File: config.mk
export PLATFORM = sky130hd
export DESIGN_NAME = pixel_streamer
export DESIGN_NICKNAME = d
export VERILOG_FILES = /design/src/rtl/pixel_streamer.sv
export SDC_FILE = /design/constraint.sdc
export NUM_CORES = 1
export LEC_CHECK = 0
export CAP_MARGIN = 15
export CELL_PAD_IN_SITES_DETAIL_PLACEMENT = 1
export CELL_PAD_IN_SITES_GLOBAL_PLACEMENT = 1
export CORE_UTILIZATION = 43
export CTS_CLUSTER_DIAMETER = 80
export DETAILED_ROUTE_END_ITERATION = 10
export PLACE_DENSITY_LB_ADDON = 0.1
export SKIP_CTS_REPAIR_TIMING = 1
export SLEW_MARGIN = 25
export SYNTH_ARGS = -nofsm -noshare
export SYNTH_HDL_FRONTEND = slang
export SYNTH_SLANG_ARGS = --single-unit
export TNS_END_PERCENT = 100
File: constraint.sdc
create_clock -name clk -period 3 [get_ports clk]
set_input_delay 0.75 -clock clk [delete_from_list [all_inputs] [get_ports clk]]
set_output_delay 0.75 -clock clk [all_outputs]
set_load 0.005 [all_outputs]
File: src/rtl/pixel_streamer.sv
// pixel_streamer
//
// Source-side transmitter for the line-buffered 3x3 window loader. It reads an
// 8-bit grayscale frame from a synchronous-read RAM in raster order and emits
// it as a one-pixel-per-cycle stream. Whole lines are paced by a line-credit
// counter, so the downstream line buffer (LINE_CREDITS lines deep) never
// overflows. Downstream returns one credit per line it has finished reading.
//
// Ports:
//   clk             in   clock, all logic on the rising edge
//   rst             in   synchronous reset, active-high
//   start           in   pulse, begins a frame transfer when idle
//   line_consumed   in   pulse, downstream finished one line (returns a credit)
//   mem_rd_en       out  frame RAM read strobe
//   mem_addr        out  frame RAM address, valid while mem_rd_en=1
//   mem_rd_data     in   RAM data, valid exactly one cycle after mem_rd_en
//   pixel_out       out  streamed pixel
//   pixel_out_valid out  pixel_out qualifier (mem_rd_en delayed by two cycles)
//   busy            out  high from start acceptance until the frame completes
//   done            out  one-cycle pulse after the last pixel of the frame
//   credit_err      out  sticky, a credit came back while the counter was full

module pixel_streamer #(
  parameter int unsigned IMAGE_WIDTH  = 512,
  parameter int unsigned IMAGE_HEIGHT = 512,
  parameter int unsigned ADDR_W       = 18,
  parameter int unsigned LINE_CREDITS = 4
) (
  input  logic              clk,
  input  logic              rst,
  input  logic              start,
  input  logic              line_consumed,
  output logic              mem_rd_en,
  output logic [ADDR_W-1:0] mem_addr,
  input  logic [7:0]        mem_rd_data,
  output logic [7:0]        pixel_out,
  output logic              pixel_out_valid,
  output logic              busy,
  output logic              done,
  output logic              credit_err
);

  localparam int unsigned ColW  = (IMAGE_WIDTH > 1) ? $clog2(IMAGE_WIDTH) : 1;
  localparam int unsigned RowW  = (IMAGE_HEIGHT > 1) ? $clog2(IMAGE_HEIGHT) : 1;
  localparam int unsigned CredW = $clog2(LINE_CREDITS + 1);

  localparam logic [ColW-1:0]  ColLast  = ColW'(IMAGE_WIDTH - 1);
  localparam logic [RowW-1:0]  RowLast  = RowW'(IMAGE_HEIGHT - 1);
  localparam logic [CredW-1:0] CredFull = CredW'(LINE_CREDITS);

  localparam logic [1:0] StIdle       = 2'd0;
  localparam logic [1:0] StWaitCredit = 2'd1;
  localparam logic [1:0] StSend       = 2'd2;
  localparam logic [1:0] StFlush      = 2'd3;

  logic [1:0]        state_q, state_d;
  logic [ColW-1:0]   col_q, col_d;
  logic [RowW-1:0]   row_q, row_d;
  logic [ADDR_W-1:0] addr_q, addr_d;
  logic [CredW-1:0]  credits_q, credits_d;
  logic              err_q, err_d;
  logic              done_q, done_d;

  // Read pipeline: rd_vld_q marks mem_rd_data as valid this cycle,
  // pix_vld_q/pix_q are the registered output stage.
  logic              rd_vld_q;
  logic              pix_vld_q;
  logic [7:0]        pix_q;

  logic              debit;

  // A line costs its credit on its first read (col 0).
  assign debit = (state_q == StSend) && (col_q == '0);

  always_comb begin
    state_d   = state_q;
    col_d     = col_q;
    row_d     = row_q;
    addr_d    = addr_q;
    credits_d = credits_q;
    err_d     = err_q;
    done_d    = 1'b0;

    // Credit accounting runs in every state; a same-cycle debit and return
    // cancel out, and a return into a full counter is flagged, not counted.
    if (debit && !line_consumed) begin
      credits_d = credits_q - CredW'(1);
    end else if (!debit && line_consumed) begin
      if (credits_q == CredFull) begin
        err_d = 1'b1;
      end else begin
        credits_d = credits_q + CredW'(1);
      end
    end

    case (state_q)
      StIdle: begin
        if (start) begin
          state_d   = StSend;
          credits_d = CredFull;
          col_d     = '0;
          row_d     = '0;
          addr_d    = '0;
        end
      end

      StWaitCredit: begin
        if (line_consumed) begin
          state_d = StSend;
        end
      end

      StSend: begin
        // Linear address counter stands in for row*IMAGE_WIDTH+col.
        addr_d = addr_q + ADDR_W'(1);
        if (col_q == ColLast) begin
          col_d = '0;
          if (row_q == RowLast) begin
            state_d = StFlush;
          end else begin
            row_d = row_q + RowW'(1);
            // credits_d already includes this line's debit and any return
            // arriving this cycle; only stall when nothing is left.
            if (credits_d == '0) begin
              state_d = StWaitCredit;
            end
          end
        end else begin
          col_d = col_q + ColW'(1);
        end
      end

      StFlush: begin
        // Last pixel is on the output now and nothing is left in flight.
        if (pix_vld_q && !rd_vld_q) begin
          state_d = StIdle;
          done_d  = 1'b1;
        end
      end

      default: begin
        state_d = StIdle;
      end
    endcase
  end

  always_ff @(posedge clk) begin
    if (rst) begin
      state_q   <= StIdle;
      col_q     <= '0;
      row_q     <= '0;
      addr_q    <= '0;
      credits_q <= '0;
      err_q     <= 1'b0;
      done_q    <= 1'b0;
      rd_vld_q  <= 1'b0;
      pix_vld_q <= 1'b0;
      pix_q     <= '0;
    end else begin
      state_q   <= state_d;
      col_q     <= col_d;
      row_q     <= row_d;
      addr_q    <= addr_d;
      credits_q <= credits_d;
      err_q     <= err_d;
      done_q    <= done_d;
      rd_vld_q  <= mem_rd_en;
      pix_vld_q <= rd_vld_q;
      if (rd_vld_q) begin
        pix_q <= mem_rd_data;
      end
    end
  end

  assign mem_rd_en       = (state_q == StSend);
  assign mem_addr        = addr_q;
  assign pixel_out       = pix_q;
  assign pixel_out_valid = pix_vld_q;
  assign busy            = (state_q != StIdle);
  assign done            = done_q;
  assign credit_err      = err_q;

endmodule
==> metrics.yaml, run 1 <==
fillerInstances: 717
port_buffers: 42
reg2regPathDepth: 7
fp.coreArea_mm2: 0.00592
synth_seq_cells: 53
start_util: 0.448
antenna_found_initial: 0
netlist_area_mm2: 0.00265
gp_congestion: 0.767
clk_latency_ns: 0.31
synth_cell_types: 56
cellPowerDensity_mw_per_mm2: 404
max_freq_mhz: 405
placed_cell_area_mm2: 0.00311
htreeDepth: 2
max-vdd-ir-drop_mv: 0.223
crit_path_start_kind: "flop"
cts_buffer_depth: 2
worstPathArrival_ns: 1.72
grtUsageTotal: 0.209
cts_root_buf: "clkbuf_8"
skew_ns: 0.0111
io_pins: 43
cts_made_buffers: 5
swShare: 0.255
layout-drive-gt1-share: 0.0607
outcome: "complete, no violations"
fin_worst_hold_slack_ns: 0.499
syn_nets: 328
whs_path_depth: 2
grt_max_degree: 20
detail_route.wl_per_cell_um: 15.4
antenna_cells: 0
viasPerCell: 5.62
grt_pass1_vias: 2221
syn_avg_cell_area_um2: 8.64
finalCritPeriodShare: 0.824
overflow: 0
final.setup.tns_ns: 0
p_sw_mw: 0.328
ys_seq_area_frac: 0.400
first_pass_iters: 3
die_area_mm2: 0.00648
setup_viol: 0
multi_input_area_mm2: 0.00145
fin_nets: 366
critical_path_class: "reg -> out"
maxSlewHeadroom: 0.518
synthToLayoutAreaGrowth_pct: 20.3
drtAntennaViolNets: 0
post-route-drc-count: 0
dr_total_vias: 2367
synth_enable_flop_cells: 0
dp_hpwl_um: 4640
internal_power_mw: 0.961
yosysWarningCount: 0
final_area_mm2: 0.00319
synthFlopType: "dfxtp_1"
critPathMaxFanout: 18
grt_pass1_wl_um: 10600
hp-class: "reg -> reg"
period_minus_slack_ns: 2.47
num_rows: 28
clkPwrFrac: 0.304
rsz0062_at_grt: "no"
hold_viol_final: 0
pwr-share-comb: 0.126
critPathRequiredTime_ns: 2.25
max_cap_violations: 0
slew_viol_final: 0
worst_pin_slew_ns: 0.717
die_h_um: 80.5
register_area_mm2: 0.00106
endpoint_kind: "output port"
drt_wl_total_um: 6480
synth-async-reset-ratio: 0
p_seq_frac: 0.570
syn_inst: 307
die_w_um: 80.5
power.leakage_nw: 1.14
cts_tree: "yes"
clk_pin_slew_worst_paths_ns: 0.09
drtIter0Drc: 97
cts.sinks: 53
-- cells by family (layout without fill, tap and decap cells) --
| group | Yosys count | in the layout | synth area share |
|---|---|---|---|
| AOI/OAI and AO/OA | 65 | 65 | 0.164 |
| buffers and inverters | 26 | 65 | 0.0519 |
| xor gates and xnor gates | 14 | 14 | 0.0462 |
| adders and majority gates | 9 | 9 | 0.0425 |
| muxes | 10 | 10 | 0.0378 |
| DFF | 53 | 53 | 0.400 |
| and+or+nand+nor | 130 | 130 | 0.257 |
-- final timing paths --
| path | end | slack (ns) | startpoint |
|---|---|---|---|
| hold reg to reg | col_q[0]$_SDFFE_PP0P_ | 0.50 | col_q[0]$_SDFFE_PP0P_ |
| hold / removal | col_q[0]$_SDFFE_PP0P_ | 0.50 | col_q[0]$_SDFFE_PP0P_ |
| setup reg to reg | state_q[0]$_SDFFE_PP0P_ | 0.86 | state_q[1]$_SDFFE_PP0P_ |
| setup / recovery | mem_rd_en | 0.53 | state_q[0]$_SDFFE_PP0P_ |
-- synth_stat cells (2+ instances only) --
cell	count	share of area
dfxtp_1	53	0.40
nor2_1	49	0.069
nand2_1	22	0.031
nand3_1	13	0.025
o21ai_0	13	0.025
a21oi_1	12	0.023
clkbuf_1	10	0.014
mux2i_1	10	0.038
ha_1	9	0.042
a311oi_1	8	0.026
inv_1	8	0.011
xor2_1	8	0.026
and3_1	7	0.017
a22oi_1	6	0.017
a31oi_1	6	0.014
nand4_1	6	0.014
xnor2_1	6	0.020
nor3_1	5	0.0094
a211oi_1	4	0.011
nand3b_1	4	0.011
nor4_1	4	0.0094
nand2b_1	3	0.0071
buf_6	2	0.0085
clkbuf_8	2	0.010
nor2b_1	2	0.0047
nor3b_1	2	0.0057
o211ai_1	2	0.0057
o21bai_1	2	0.0057
o31ai_1	2	0.0057
-- sequential cells by signal, summed over array words and instances, names as in the netlist, 2 cells and up --
register and flops:
mem_addr 18, col_q 9, row_q 9, pixel_out 8, credits_q 3, state_q 2
-- cell usage in the layout (no fill, tap or decap), drive strengths merged, types with 2 or more instances in the layout --
cell and instances:
nand3b 4, o21bai 2, nor3b 2, dfxtp 53, o21ai 14, a211oi 4, o211ai 2, nor2b 2
xnor2 6, inv 9, a311oi 8, nor2 49, a21oi 12, xor2 8, nor3 6, nor4 5
a31oi 6, mux2i 10, nand2b 4, nand3 13, nand4 6, or4b 2, clkdlybuf4s50 42, o31ai 2
and3 7, clkbuf 7, a22oi 6, nor4b 2, nand2 22, buf 6, ha 9
-- stage by stage --
step                cells  utilization  setup WS [ns]  total power, mW
floorplan             307            -           1.05            0.853
global placement      413        0.525          0.515            0.911
detailed placement    413        0.525          0.452            0.914
CTS                   421        0.539          0.527             1.31
global route          421        0.539          0.458             1.35
finish                421        0.539          0.528             1.29
-- power by group through the flow --
stage | logic, mW | registers [mW] | clock network [mW]
after floorplan | 0.109 | 0.744 | 0
after global placement | 0.160 | 0.751 | 0
after CTS | 0.164 | 0.736 | 0.412
final | 0.162 | 0.735 | 0.392
after global routing | 0.178 | 0.738 | 0.434
after detailed placement | 0.162 | 0.752 | 0
-- per-layer routing --
layer / routed length, um / share of wire / vias up / track usage
li1: - / - / 1182 / -
met1: 3150 / 0.49 / 1153 / 0.273
met2: 3120 / 0.48 / 25 / 0.354
met3: 146 / 0.023 / 7 / 0.0352
met4: 67 / 0.010 / 0 / 0.0536
met5: 0 / 0 / - / 0
-- area by class of cell --
type / instances / share of cell area
Multi-Input combinational cell: 228 / 0.455
Clock inverter: 1 / 0.00235
Clock buffer: 7 / 0.0239
Tap cell: 75 / 0.0294
Inverter: 9 / 0.0106
Timing Repair Buffer: 48 / 0.146
Sequential cell: 53 / 0.333
-- worst max-delay path, stage by stage (launching register included) --
cell and delay [ns]:
dfxtp_1 0.56, nand2b_4 0.36, inv_2 0.06, clkdlybuf4s50_1 0.44
No activity file was read; power rests on OpenSTA's default activity.
==> run 2: changes to the inputs <==
Settings changed: CORE_UTILIZATION 43 to 40.
Clock period 3 ns to 2.4 ns, I/O delays scaled along.
==> run 2 against run 1 <==
  * Sequential share of layout area down 0.58 points
  * First-iteration DRC count is 15% lower
  * Total power grew 27%
  * Via count rose by 1.3%
  * Sequential cell count stayed put
  * Clock-buffer cell count rose by 1
  * Critical path depth is the same
  * Wire length rose by 3.2%
  * Combinational power up 34%
  * Setup slack got worse by 0.40 ns
  * Critical path type unchanged
==> metrics.yaml, run 2 (synthesis gave the netlist of run 1 again) <==
outcome: "complete, no violations"  # unchanged
critPathMaxFanout: 10  # was 18
post-route-drc-count: 0  # unchanged
io_pins: 43  # unchanged
detail_route.wl_per_cell_um: 15.6  # was 15.4 um
drtAntennaViolNets: 0  # unchanged
synthToLayoutAreaGrowth_pct: 22.5  # was 20.3%
crit_path_start_kind: "flop"  # unchanged
most-common-layout-cells: "53 x dfxtp_1, 49 x nor2_1, 42 x clkdlybuf4s50_1"  # unchanged
worstPathArrival_ns: 1.67  # was 1.72 ns
cts_made_buffers: 5  # unchanged
path_cells: "nand2b_4, inv_2, clkdlybuf4s50_1"  # unchanged
critPathRequiredTime_ns: 1.80  # was 2.25 ns
clk_latency_ns: 0.31  # about the same
grt_max_degree: 31  # was 20
overflow: 0  # unchanged
cts_root_buf: "clkbuf_8"  # unchanged
grt_pass1_wl_um: 11100  # was 10600 um
die_h_um: 83.4  # was 80.5 um
fin_nets: 372  # was 366
maxSlewHeadroom: 0.646  # was 0.518
max_freq_mhz: 441
power.leakage_nw: 1.18  # was 1.14 nW
first_pass_iters: 4  # was 3
dr_total_vias: 2398  # was 2367
max-vdd-ir-drop_mv: 0.391  # was 0.223 mV
grtUsageTotal: 0.196  # was 0.209
cp_slowest_stage_delay_ns: 0.56  # about the same
fp.coreArea_mm2: 0.00639  # was 0.00592 mm^2
skew_ns: 0.00901  # was 0.0111 ns
hp-class: "reg -> reg"  # unchanged
period_minus_slack_ns: 2.27
htreeDepth: 2  # unchanged
slowest_stage: "clkdlybuf4s50_1"  # was dfxtp_1
cts_buffer_depth: 2  # unchanged
port_buffers: 42  # unchanged
cellPowerDensity_mw_per_mm2: 503  # was 404 mW/mm^2
drt_wl_total_um: 6690  # was 6480 um
viasPerCell: 5.59  # was 5.62
start_util: 0.415  # was 0.448
dp_hpwl_um: 4900  # was 4640 um
max_cap_violations: 0  # unchanged
hold_viol_final: 0  # unchanged
setup_viol: 0  # unchanged
final_area_mm2: 0.00325  # was 0.00319 mm^2
die_w_um: 83.4  # was 80.5 um
placed_cell_area_mm2: 0.00317  # was 0.00311 mm^2
final.setup.tns_ns: 0  # unchanged
fillerInstances: 781  # was 717
critical_path_class: "reg -> out"  # unchanged
antenna_cells: 0  # unchanged
finalCritPeriodShare: 0.945
cts_tree: "yes"  # unchanged
cts.sinks: 53  # unchanged
layout-drive-gt1-share: 0.0739  # was 0.0607
gp_congestion: 0.755  # was 0.767
die_area_mm2: 0.00696  # was 0.00648 mm^2
num_rows: 29  # was 28
rsz0062_at_grt: "no"  # unchanged
grt_pass1_vias: 2314  # was 2221
clk_pin_slew_worst_paths_ns: 0.10  # was 0.09 ns
antenna_found_initial: 0  # unchanged
largest_reg_flops: 18  # unchanged
endpoint_kind: "output port"  # unchanged
layout_commonest_cell: "dfxtp_1"  # unchanged
drtIter0Drc: 82  # was 97
worst_pin_slew_ns: 0.527  # was 0.717 ns
slew_viol_final: 0  # unchanged
[run 2: cell types whose count changed in the layout (fill, tap and decap cells not counted), sizes merged]
cell	delta
clkinvlp	-1
buf	+6
clkbuf	+1
[run 2: worst max-delay path: cells and delay by family, from the launching register on]
kind / cells / cell delay (ns)
simple gates: 1 / 0.08
buf+inv: 2 / 0.73
flops: 1 / 0.55
[run 2: layout make-up]
cell class                 count  area (um^2)  area share
timing repair buffer          54          523       0.161
tap                           77         96.3      0.0297
clock buffer                   8         80.1      0.0247
multi-input combinational    228         1450       0.447
sequential                    53         1060       0.327
inverter                       9         33.8      0.0104
[run 2: path summary, 6_finish.rpt]
kind                                                 from  slack [ns]                   endpoint  depth (start not counted)
worst max-delay path              state_q[1]$_SDFFE_PP0P_        0.13                  mem_rd_en                          3
worst min-delay path            pixel_out[6]$_SDFFE_PP0P_        0.50  pixel_out[6]$_SDFFE_PP0P_                          2
worst max register to register      col_q[0]$_SDFFE_PP0P_        0.25    state_q[1]$_SDFFE_PP0P_                          7
worst min register to register  pixel_out[6]$_SDFFE_PP0P_        0.50  pixel_out[6]$_SDFFE_PP0P_                          2
[run 2: metal layers]
metal / part of all wire / global-route usage / up-vias
met5: 0 / 0 / -
met4: 0.012 / 0.0586 / 0
met3: 0.028 / 0.0308 / 4
met2: 0.48 / 0.327 / 37
met1: 0.48 / 0.261 / 1169
li1: - / - / 1188
[run 2: report_power, final]
group / internal, mW / total, mW / switching (mW)
logic: 0.105 / 0.217 / 0.112
clock network: 0.209 / 0.502 / 0.293
registers: 0.897 / 0.915 / 0.0182
total: 1.21 / 1.63 / 0.424
[run 2: stage by stage]
step | util | hold slack, ns | total power [mW] | setup slack (ns) | std cells
CTS | 0.508 | 0.507 | 1.66 | 0.107 | 429
finish | 0.508 | 0.499 | 1.63 | 0.131 | 429
global route | 0.508 | 0.531 | 1.70 | 0.0277 | 429
global placement | 0.496 | 0.473 | 1.15 | 0.123 | 421
floorplan | - | 0.462 | 1.07 | 0.445 | 307
detailed placement | 0.496 | 0.485 | 1.15 | 0.0516 | 421
==> run 3: changes to the inputs <==
Settings changed: ABC_CLOCK_PERIOD_IN_PS from default to 2400, CORE_UTILIZATION 40 to 47, DONT_BUFFER_PORTS from default to 1.
==> run 3 against run 2 <==
  * Global-route usage is 3.5 points higher
  * Sequential cell count stayed put
  * Sequential share of layout area is 5.7 points higher
  * Combinational power is 30% lower
  * Critical path type is now reg -> reg
  * Largest cell class unchanged
==> metrics.yaml, run 3 (synthesis gave the netlist of run 1 again) <==
die_area_mm2: 0.00595  # was 0.00696 mm^2
critical_path.top_delay_family: "simple AND/OR/NAND/NOR gates"  # was buffers and inverters
gp_congestion: 0.750  # was 0.755
most-common-layout-cells: "53 x dfxtp_1, 49 x nor2_1, 22 x nand2_1"  # was 53 x dfxtp_1, 49 x nor2_1, 42 x clkdlybuf4s50_1
critPathRequiredTime_ns: 2.60  # was 1.80 ns
dr_total_vias: 2236  # was 2398
outcome: "complete, no violations"  # unchanged
cts_root_buf: "clkbuf_8"  # unchanged
htreeDepth: 2  # unchanged
max-vdd-ir-drop_mv: 0.357  # was 0.391 mV
setup_ws_ns: 0.230  # was 0.131 ns
worst_pin_slew_ns: 0.486  # was 0.527 ns
port_buffers: 0  # was 42
critPathMaxFanout: 4  # was 10
cp_slowest_stage_delay_ns: 0.48  # was 0.56 ns
crit_path_start_kind: "flop"  # unchanged
synthToLayoutAreaGrowth_pct: 4.25  # was 22.5%
max_cap_violations: 0  # unchanged
clk_latency_ns: 0.31  # about the same
antenna_cells: 0  # unchanged
num_rows: 26  # was 29
io_pins: 43  # unchanged
antenna_found_initial: 0  # unchanged
first_pass_iters: 4  # unchanged
largest_reg_flops: 18  # unchanged
hp-class: "in -> reg"  # was reg -> reg
die_w_um: 77.1  # was 83.4 um
grt_max_degree: 41  # was 31
viasPerCell: 5.98  # was 5.59
reg2reg_from: "col_q[0]$_SDFFE_PP0P_"  # unchanged
endpoint_kind: "flop"  # was output port
grt_pass1_wl_um: 11000  # was 11100 um
drtAntennaViolNets: 0  # unchanged
grtUsageTotal: 0.230  # was 0.196
finalCritPeriodShare: 0.904  # was 0.945
cellPowerDensity_mw_per_mm2: 565  # was 503 mW/mm^2
slowest_stage: "or4b_4"  # was clkdlybuf4s50_1
placed_cell_area_mm2: 0.00268  # was 0.00317 mm^2
path_cells: "inv_1, ha_1, or4b_4, nor4_2, o21a_1, o21ai_1, o31a_1"  # was nand2b_4, inv_2, clkdlybuf4s50_1
critPathBufInv: 1  # was 2
setup_viol: 0  # unchanged
fin_nets: 324  # was 372
fillerInstances: 647  # was 781
cts.sinks: 53  # unchanged
cts_tree: "yes"  # unchanged
met3_length_um: 223  # was 184 um
drt_wl_total_um: 6430  # was 6690 um
worstPathArrival_ns: 2.37  # was 1.67 ns
period_minus_slack_ns: 2.17  # was 2.27 ns
fp.coreArea_mm2: 0.00527  # was 0.00639 mm^2
slew_viol_final: 0  # unchanged
critical_path_class: "reg -> reg"  # was reg -> out
final.setup.tns_ns: 0  # unchanged
rsz0062_at_grt: "no"  # unchanged
max_freq_mhz: 461  # was 441 MHz
cts_buffer_depth: 2  # unchanged
overflow: 0  # unchanged
start_util: 0.503  # was 0.415
post-route-drc-count: 0  # unchanged
worstHoldStart: "rst"  # was pixel_out[6]$_SDFFE_PP0P_
grt_pass1_vias: 2256  # was 2314
hold_viol_final: 0  # unchanged
detail_route.wl_per_cell_um: 17.2  # was 15.6 um
layout_commonest_cell: "dfxtp_1"  # unchanged
clk_pin_slew_worst_paths_ns: 0.10  # about the same
wl_met1_um: 3120  # was 3220 um
r2r_slack_ns: 0.23  # was 0.25 ns
wl_met2_um: 3020  # was 3200 um
power.leakage_nw: 0.991  # was 1.18 nW
final_area_mm2: 0.00276  # was 0.00325 mm^2
startpoint: "col_q[0]$_SDFFE_PP0P_"  # was state_q[1]$_SDFFE_PP0P_
highest_layer: "met4"  # unchanged
cts_made_buffers: 5  # unchanged
fin_worst_hold_slack_ns: 0.355  # was 0.499 ns
drtIter0Drc: 144  # was 82
skew_ns: 0.00860  # was 0.00901 ns
place_ws_ns: 0.286  # was 0.0516 ns
layout-drive-gt1-share: 0.0691  # was 0.0739
die_h_um: 77.1  # was 83.4 um
dp_hpwl_um: 4580  # was 4900 um
maxSlewHeadroom: 0.673  # was 0.646
run 3: cell count changes in the layout (fill, tap and decap cells not counted), sizes merged:
cell / before / now
clkinvlp: 0 / 1
clkdlybuf4s50: 42 / 0
buf: 12 / 6
clkbuf: 8 / 7
run 3: path summary, 6_finish.rpt:
path / cells past startpoint / end
setup / recovery: 7 / state_q[1]$_SDFFE_PP0P_
hold / removal: 1 / mem_addr[4]$_SDFFE_PP0P_
setup reg to reg: 7 / state_q[1]$_SDFFE_PP0P_
hold reg to reg: 2 / col_q[0]$_SDFFE_PP0P_
run 3: power breakdown:
part | internal, mW | switching [mW]
Clock | 0.207 | 0.286
Combinational | 0.0615 | 0.0897
Sequential | 0.897 | 0.0209
run 3: metrics by stage:
stage	total power, mW	utilization	cells
floorplan	1.07	-	307
global placement	1.08	0.509	366
detailed placement	1.09	0.509	366
CTS	1.58	0.524	374
global route	1.63	0.524	374
finish	1.56	0.524	374
run 3: layout make-up:
class / count / area (um^2) / share of cell area
timing repair buffer: 6 / 45.0 / 0.0163
inverter: 9 / 33.8 / 0.0122
multi-input combinational: 228 / 1450 / 0.526
clock inverter: 1 / 7.51 / 0.00272
tap: 70 / 87.6 / 0.0317
clock buffer: 7 / 76.3 / 0.0276
sequential: 53 / 1060 / 0.384
run 3: layer usage:
layer  up-vias  GRT usage
met5         -          0
met1      1088      0.299
met3         8     0.0452
li1       1096          -
met2        44      0.388
met4         0     0.0623
